`config.mk`:
```
export PLATFORM = sky130hd
export DESIGN_NAME = riscv_lsu
export DESIGN_NICKNAME = d
export VERILOG_FILES = /design/src/rtl/riscv_lsu_pkg.sv /design/src/rtl/riscv_lsu_align.sv /design/src/rtl/riscv_lsu.sv
export SDC_FILE = /design/constraint.sdc
export NUM_CORES = 1
export LEC_CHECK = 0
export BUFFER_PORTS_ARGS = -buffer_cell sky130_fd_sc_hd__clkbuf_2
export CORE_MARGIN = 10
export CORE_UTILIZATION = 54
export DETAILED_ROUTE_END_ITERATION = 16
export PLACE_DENSITY_LB_ADDON = 0.05
export SLEW_MARGIN = 20
export SYNTH_ARGS = -nofsm -noshare
export SYNTH_HDL_FRONTEND = slang
export SYNTH_SLANG_ARGS = --single-unit
```
`constraint.sdc`:
```
create_clock -name clk_i -period 5.9 [get_ports clk_i]
set_clock_uncertainty 0.2 [all_clocks]
set_input_delay 1.18 -clock clk_i [delete_from_list [all_inputs] [get_ports clk_i]]
set_output_delay 1.18 -clock clk_i [all_outputs]
set_load 0.02 [all_outputs]
```
`src/rtl/riscv_lsu_pkg.sv`:
```
// +--------------------------------------------------------------------+
// | riscv_lsu_pkg : shared codes for the load/store unit               |
// | Rev 1.0                                                             |
// +--------------------------------------------------------------------+
`default_nettype none

package riscv_lsu_pkg;

    typedef enum logic [1:0] {
        ST_IDLE = 2'd0,
        ST_REQ  = 2'd1,
        ST_WAIT = 2'd2,
        ST_DONE = 2'd3
    } lsu_state_e;

    localparam logic [2:0] MEMOP_B  = 3'b000;
    localparam logic [2:0] MEMOP_H  = 3'b001;
    localparam logic [2:0] MEMOP_W  = 3'b010;
    localparam logic [2:0] MEMOP_BU = 3'b100;
    localparam logic [2:0] MEMOP_HU = 3'b101;

    localparam logic [1:0] ERR_OK       = 2'b00;
    localparam logic [1:0] ERR_MISALIGN = 2'b01;
    localparam logic [1:0] ERR_TIMEOUT  = 2'b10;

    localparam logic [3:0] STRB_NONE = 4'b0000;
    localparam logic [3:0] STRB_BYTE = 4'b0001;
    localparam logic [3:0] STRB_HALF = 4'b0011;
    localparam logic [3:0] STRB_WORD = 4'b1111;

endpackage

`default_nettype wire

```
`src/rtl/riscv_lsu_align.sv`:
```
// +--------------------------------------------------------------------+
// | riscv_lsu_align : store lane steering, load extraction, legality   |
// | Rev 1.0                                                             |
// +--------------------------------------------------------------------+
`default_nettype none

module riscv_lsu_align
    import riscv_lsu_pkg::*;
(
    input  logic [2:0]  st_memop_i,
    input  logic [1:0]  st_off_i,
    input  logic        st_wen_i,
    input  logic [31:0] st_wdata_i,
    output logic [31:0] bus_wdata_o,
    output logic [3:0]  bus_wstrb_o,
    output logic        bad_o,
    input  logic [2:0]  ld_memop_i,
    input  logic [1:0]  ld_off_i,
    input  logic [31:0] rsp_rdata_i,
    output logic [31:0] ld_data_o
);

    logic [31:0] w_shift;

    always_comb begin
        case (st_memop_i)
            MEMOP_B:  bad_o = 1'b0;
            MEMOP_H:  bad_o = st_off_i[0];
            MEMOP_W:  bad_o = |st_off_i;
            MEMOP_BU: bad_o = st_wen_i;
            MEMOP_HU: bad_o = st_wen_i | st_off_i[0];
            default:  bad_o = 1'b1;
        endcase
    end

    always_comb begin
        case (st_memop_i)
            MEMOP_B: begin
                bus_wdata_o = {4{st_wdata_i[7:0]}};
                bus_wstrb_o = STRB_BYTE << st_off_i;
            end
            MEMOP_H: begin
                bus_wdata_o = {2{st_wdata_i[15:0]}};
                bus_wstrb_o = STRB_HALF << {st_off_i[1], 1'b0};
            end
            default: begin
                bus_wdata_o = st_wdata_i;
                bus_wstrb_o = STRB_WORD;
            end
        endcase
    end

    // Bring the addressed byte/half down to bit 0 before extending.
    assign w_shift = rsp_rdata_i >> {ld_off_i, 3'b000};

    always_comb begin
        case (ld_memop_i)
            MEMOP_B:  ld_data_o = {{24{w_shift[7]}}, w_shift[7:0]};
            MEMOP_BU: ld_data_o = {24'd0, w_shift[7:0]};
            MEMOP_H:  ld_data_o = {{16{w_shift[15]}}, w_shift[15:0]};
            MEMOP_HU: ld_data_o = {16'd0, w_shift[15:0]};
            default:  ld_data_o = rsp_rdata_i;
        endcase
    end

endmodule

`default_nettype wire

```
`src/rtl/riscv_lsu.sv`:
```
// +--------------------------------------------------------------------+
// | riscv_lsu : stalls the core and runs one bus transaction per access|
// | Rev 1.0                                                             |
// +--------------------------------------------------------------------+
`default_nettype none

module riscv_lsu
    import riscv_lsu_pkg::*;
#(
    parameter int unsigned TIMEOUT_CYCLES = 255
) (
    input  logic        clk_i,
    input  logic        rst_ni,
    input  logic        req_valid_i,
    input  logic        req_wen_i,
    input  logic [2:0]  req_memop_i,
    input  logic [31:0] req_addr_i,
    input  logic [31:0] req_wdata_i,
    output logic        stall_o,
    output logic        done_o,
    output logic [31:0] rdata_o,
    output logic [1:0]  err_o,
    output logic        bus_req_valid_o,
    input  logic        bus_req_ready_i,
    output logic        bus_wen_o,
    output logic [31:0] bus_addr_o,
    output logic [31:0] bus_wdata_o,
    output logic [3:0]  bus_wstrb_o,
    input  logic        bus_rsp_valid_i,
    input  logic [31:0] bus_rsp_rdata_i
);

    localparam logic [7:0] TO_LAST = 8'(TIMEOUT_CYCLES - 1);

    lsu_state_e  state_q, state_d;
    logic [7:0]  cnt_q, cnt_d;
    logic        req_valid_q, req_valid_d;
    logic        wen_q, wen_d;
    logic [31:0] addr_q, addr_d;
    logic [31:0] wdata_q, wdata_d;
    logic [3:0]  strb_q, strb_d;
    logic [2:0]  memop_q, memop_d;
    logic [1:0]  off_q, off_d;
    logic [31:0] rdata_q, rdata_d;
    logic [1:0]  err_q, err_d;
    logic        done_q, done_d;

    logic [31:0] w_st_wdata;
    logic [3:0]  w_st_strb;
    logic        w_bad;
    logic [31:0] w_ld_data;

    riscv_lsu_align u_align (
        .st_memop_i  (req_memop_i),
        .st_off_i    (req_addr_i[1:0]),
        .st_wen_i    (req_wen_i),
        .st_wdata_i  (req_wdata_i),
        .bus_wdata_o (w_st_wdata),
        .bus_wstrb_o (w_st_strb),
        .bad_o       (w_bad),
        .ld_memop_i  (memop_q),
        .ld_off_i    (off_q),
        .rsp_rdata_i (bus_rsp_rdata_i),
        .ld_data_o   (w_ld_data)
    );

    always_comb begin
        state_d     = state_q;
        cnt_d       = cnt_q;
        req_valid_d = req_valid_q;
        wen_d       = wen_q;
        addr_d      = addr_q;
        wdata_d     = wdata_q;
        strb_d      = strb_q;
        memop_d     = memop_q;
        off_d       = off_q;
        rdata_d     = rdata_q;
        err_d       = err_q;
        done_d      = 1'b0;
        case (state_q)
            ST_IDLE: begin
                if (req_valid_i) begin
                    if (w_bad) begin
                        state_d = ST_DONE;
                        err_d   = ERR_MISALIGN;
                        done_d  = 1'b1;
                    end else begin
                        state_d     = ST_REQ;
                        cnt_d       = 8'd0;
                        req_valid_d = 1'b1;
                        wen_d       = req_wen_i;
                        addr_d      = {req_addr_i[31:2], 2'b00};
                        wdata_d     = w_st_wdata;
                        strb_d      = req_wen_i ? w_st_strb : STRB_NONE;
                        memop_d     = req_memop_i;
                        off_d       = req_addr_i[1:0];
                    end
                end
            end
            ST_REQ: begin
                if (bus_req_ready_i) begin
                    state_d     = ST_WAIT;
                    req_valid_d = 1'b0;
                    cnt_d       = cnt_q + 8'd1;
                end else if (cnt_q == TO_LAST) begin
                    state_d     = ST_DONE;
                    req_valid_d = 1'b0;
                    err_d       = ERR_TIMEOUT;
                    done_d      = 1'b1;
                end else begin
                    cnt_d = cnt_q + 8'd1;
                end
            end
            ST_WAIT: begin
                if (bus_rsp_valid_i) begin
                    state_d = ST_DONE;
                    err_d   = ERR_OK;
                    done_d  = 1'b1;
                    if (!wen_q) begin
                        rdata_d = w_ld_data;
                    end
                end else if (cnt_q == TO_LAST) begin
                    state_d = ST_DONE;
                    err_d   = ERR_TIMEOUT;
                    done_d  = 1'b1;
                end else begin
                    cnt_d = cnt_q + 8'd1;
                end
            end
            ST_DONE: begin
                state_d = ST_IDLE;
            end
            default: begin
                state_d = ST_IDLE;
            end
        endcase
    end

    always_ff @(posedge clk_i or negedge rst_ni) begin
        if (!rst_ni) begin
            state_q     <= ST_IDLE;
            cnt_q       <= 8'd0;
            req_valid_q <= 1'b0;
            wen_q       <= 1'b0;
            addr_q      <= 32'd0;
            wdata_q     <= 32'd0;
            strb_q      <= STRB_NONE;
            memop_q     <= 3'd0;
            off_q       <= 2'd0;
            rdata_q     <= 32'd0;
            err_q       <= ERR_OK;
            done_q      <= 1'b0;
        end else begin
            state_q     <= state_d;
            cnt_q       <= cnt_d;
            req_valid_q <= req_valid_d;
            wen_q       <= wen_d;
            addr_q      <= addr_d;
            wdata_q     <= wdata_d;
            strb_q      <= strb_d;
            memop_q     <= memop_d;
            off_q       <= off_d;
            rdata_q     <= rdata_d;
            err_q       <= err_d;
            done_q      <= done_d;
        end
    end

    // Stall is gated by reset so the core is released while the LSU is held.
    assign stall_o = rst_ni & (((state_q == ST_IDLE) & req_valid_i) |
                               (state_q == ST_REQ) | (state_q == ST_WAIT));

    assign done_o          = done_q;
    assign rdata_o         = rdata_q;
    assign err_o           = err_q;
    assign bus_req_valid_o = req_valid_q;
    assign bus_wen_o       = wen_q;
    assign bus_addr_o      = addr_q;
    assign bus_wdata_o     = wdata_q;
    assign bus_wstrb_o     = strb_q;

endmodule

`default_nettype wire

```
==> impl_metrics.csv <==
group,metric,value,unit
clock_tree,tritoncts,"yes",
job,maxCapViolCount,0,
power_and_ir_drop,p_comb_share,42.2,%
final_layout,final_nets,847,
synth,synthArstFlopShare,100,%
synth,ys_warn_count,0,
placed_design,io_buffers,208,
placed_design,place.detailed.hpwl,12700,um
final_layout,fill_cells,817,
sta,tightestPinTransition,0.849,ns
clock_tree,postCtsSetupRepairBufs,0,
synth,ys_ff_latch,118,
final_layout,multi_input_area,2690,um^2
grt,grt_max_degree,80,
power_and_ir_drop,p_per_area,598,nW/um^2
power_and_ir_drop,switchingPower,1.85,mW
critical_path,path_class,"in -> out",
synth,synth_top_cells_by_area,"dfrtp_1 (50%), mux2_4 (8.0%), mux2i_1 (5.6%)",
routing,via_per_inst,5.64,
power_and_ir_drop,total_leakage_power,3.77,nW
final_layout,ff_latch_area,2950,um^2
synth,yosysUniqueCellTypes,58,
clock_tree,cts_made_buffers,17,
power_and_ir_drop,irDropWorstVdd,0.287,mV
routing,wl_met3,1610,um
final_layout,layout.cells.most_common,"clkbuf_2",
final_layout,antenna_cells,0,
clock_tree,cts.repair.resized,0,
sta,finalSetupViolCount,0,
clock_tree,cts_root_buf,"clkbuf_8",
synth,ys.flop_type,"dfrtp_1",
routing,drc_errors,0,
floorplan,io_pins,211,
routing,highest_layer,"met4",
grt,gr-total-overflow,0,
routing,dr.pass1.iters,5,
floorplan,dieArea,15400,um^2
sta,fin_crit,3.63,ns
synth,avgSynthCellArea,10.8,um^2
clock_tree,clkTransAtPathRegs,0.05,ns
routing,routed-via-count,4991,
critical_path,worstPathMaxFanout,61,
floorplan,start_util,56.1,%
routing,drt-initial-drc-count,440,
sta,relSlewSlack,43.1,%
synth,ys_seq_area_share,50.5,%
routing,met2WireLength,8610,um
clock_tree,hold_buffers,0,
synth,synth_edf_count,0,
routing,postRouteAntennaNets,0,
power_and_ir_drop,p_sw_share,40.8,%
routing,wirelength,17200,um
final_layout,fin_cells,885,
synth,synth_top_area_share,50.5,%
floorplan,row_count,37,
synth,synth_area,5850,um^2
clock_tree,clock_sinks,118,
critical_path,worstPathArrival,2.25,ns
outcome,outcome,"completed",
grt,grt_pass1_wl,26700,um
power_and_ir_drop,p_int,2.68,mW
critical_path,worstPathRequired,4.52,ns
synth,synth_cells,544,
floorplan,core,10400,um^2
placed_design,gp_congestion,0.885,
sta,holdWs,0.282,ns
grt,grt_usage,22.0,%
floorplan,die_h,124,um
grt,grt_pass1_vias,5047,
clock_tree,clockBufferDepth,2,
sta,tns,0,ns
clock_tree,htree_levels,4,
critical_path,cp-start-kind,"input pin",
final_layout,final_cell_mix,"clkbuf_2 (207), dfrtp_1 (117), nand2_1 (57), o21ai_1 (44), nor2_1 (40)",
synth,yosysTopAreaCell,"dfrtp_1",
sta,final-hold-violation-count,0,
sta,rsz0062_at_grt,"no",
routing,met1_length,6780,um
clock_tree,insertion_delay,0.51,ns
sta,slew_violations,0,
critical_path,end_kind,"output port",
final_layout,syn2layout_area_growth,29.4,%
routing,wl_per_cell,19.5,um
worst_hold_path,hold_path.class,"reg -> reg",
sta,fmax,276,MHz
grt,antenna_found_initial,0,
floorplan,die_w,124,um
final_layout,drive_gt1_share,38.7,%
sta,min_period_over_period,61.5,%
power_and_ir_drop,p_seq_share,32.9,%
power_and_ir_drop,clock_power_share,24.8,%
placed_design,placed_cells,853,
path summary, 6_finish.rpt:
check	start	to	cells after the start	slack, ns
max	rst_ni	stall_o	3	2.27
min	bus_wdata_o[25]	bus_wdata_o[25]	2	0.28
max reg2reg	state_q[0]	rdata_o[15]	6	3.25
min reg2reg	bus_wdata_o[25]	bus_wdata_o[25]	2	0.28
max in group asynchronous	rst_ni	rdata_o[4]	2	3.72
min in group asynchronous	rst_ni	rdata_o[28]	1	0.53
logic make-up after synthesis:
family                   Yosys count  share of synthesized area (%)
AO/OA/AOI/OAI                    169                           18.3
AND/OR/NAND/NOR                  126                           9.71
flip-flops                       118                           50.5
multiplexers                      77                           16.3
buffers and inverters             47                           3.89
adder cells (fa/ha/maj)            6                           1.28
other                              1                         0.0641
per-stage QoR:
stage	utilization, %	setup WS [ns]	power [mW]	instance area [um^2]
CTS	72.6	2.21	4.56	7570
global route	72.7	2.12	4.81	7570
detailed placement	66.4	2.20	3.41	6920
floorplan	-	2.78	2.74	5850
finish	72.7	2.27	4.52	7570
global placement	66.3	2.24	3.34	6910
cell usage after synthesis (all sizes together) (7+ instances only):
master / n
dfrtp: 118
o21ai: 66
nand2: 57
mux2: 43
nor2: 41
a21oi: 34
mux2i: 33
o22ai: 25
clkbuf: 23
buf: 16
a22oi: 8
inv: 8
o2bb2ai: 8
a2bb2oi: 7
worst max-delay path, stage by stage:
cell	delay, ns
buf_4	0.57
a21boi_0	0.25
clkbuf_2	0.20
per-layer routing:
layer / vias to the layer above / global-route usage [%]
li1: 2334 / -
met4: 0 / 7.27
met3: 18 / 7.83
met5: - / 0
met2: 221 / 35.8
met1: 2418 / 26.7
power groups by stage:
stage / combinational, mW / sequential (mW) / clock, mW
2_1_floorplan: 0.915 / 1.82 / 0
3_3_place_gp: 1.87 / 1.47 / 0
3_5_place_dp: 1.91 / 1.49 / 0
4_1_cts: 1.93 / 1.49 / 1.14
5_1_grt: 2.08 / 1.54 / 1.19
6_report: 1.91 / 1.49 / 1.12
registers in the layout (all words and copies together) (netlist names):
signal / cells
bus_wstrb_o: 4
bus_wen_o: 1
bus_addr_o: 30
bus_wdata_o: 32
done_o: 1
cnt_q: 8
rdata_o: 32
err_o: 2
bus_req_valid_o: 1
off_q: 2
memop_q: 3
state_q: 2
layout make-up:
class | count | area share (%)
Timing Repair Buffer | 211 | 14.3
Multi-Input combinational cell | 380 | 35.5
Clock inverter | 14 | 2.94
Inverter | 8 | 0.397
Clock buffer | 18 | 5.65
Tap cell | 136 | 2.25
Sequential cell | 118 | 39.0
(Power assumes the default switching activity.)
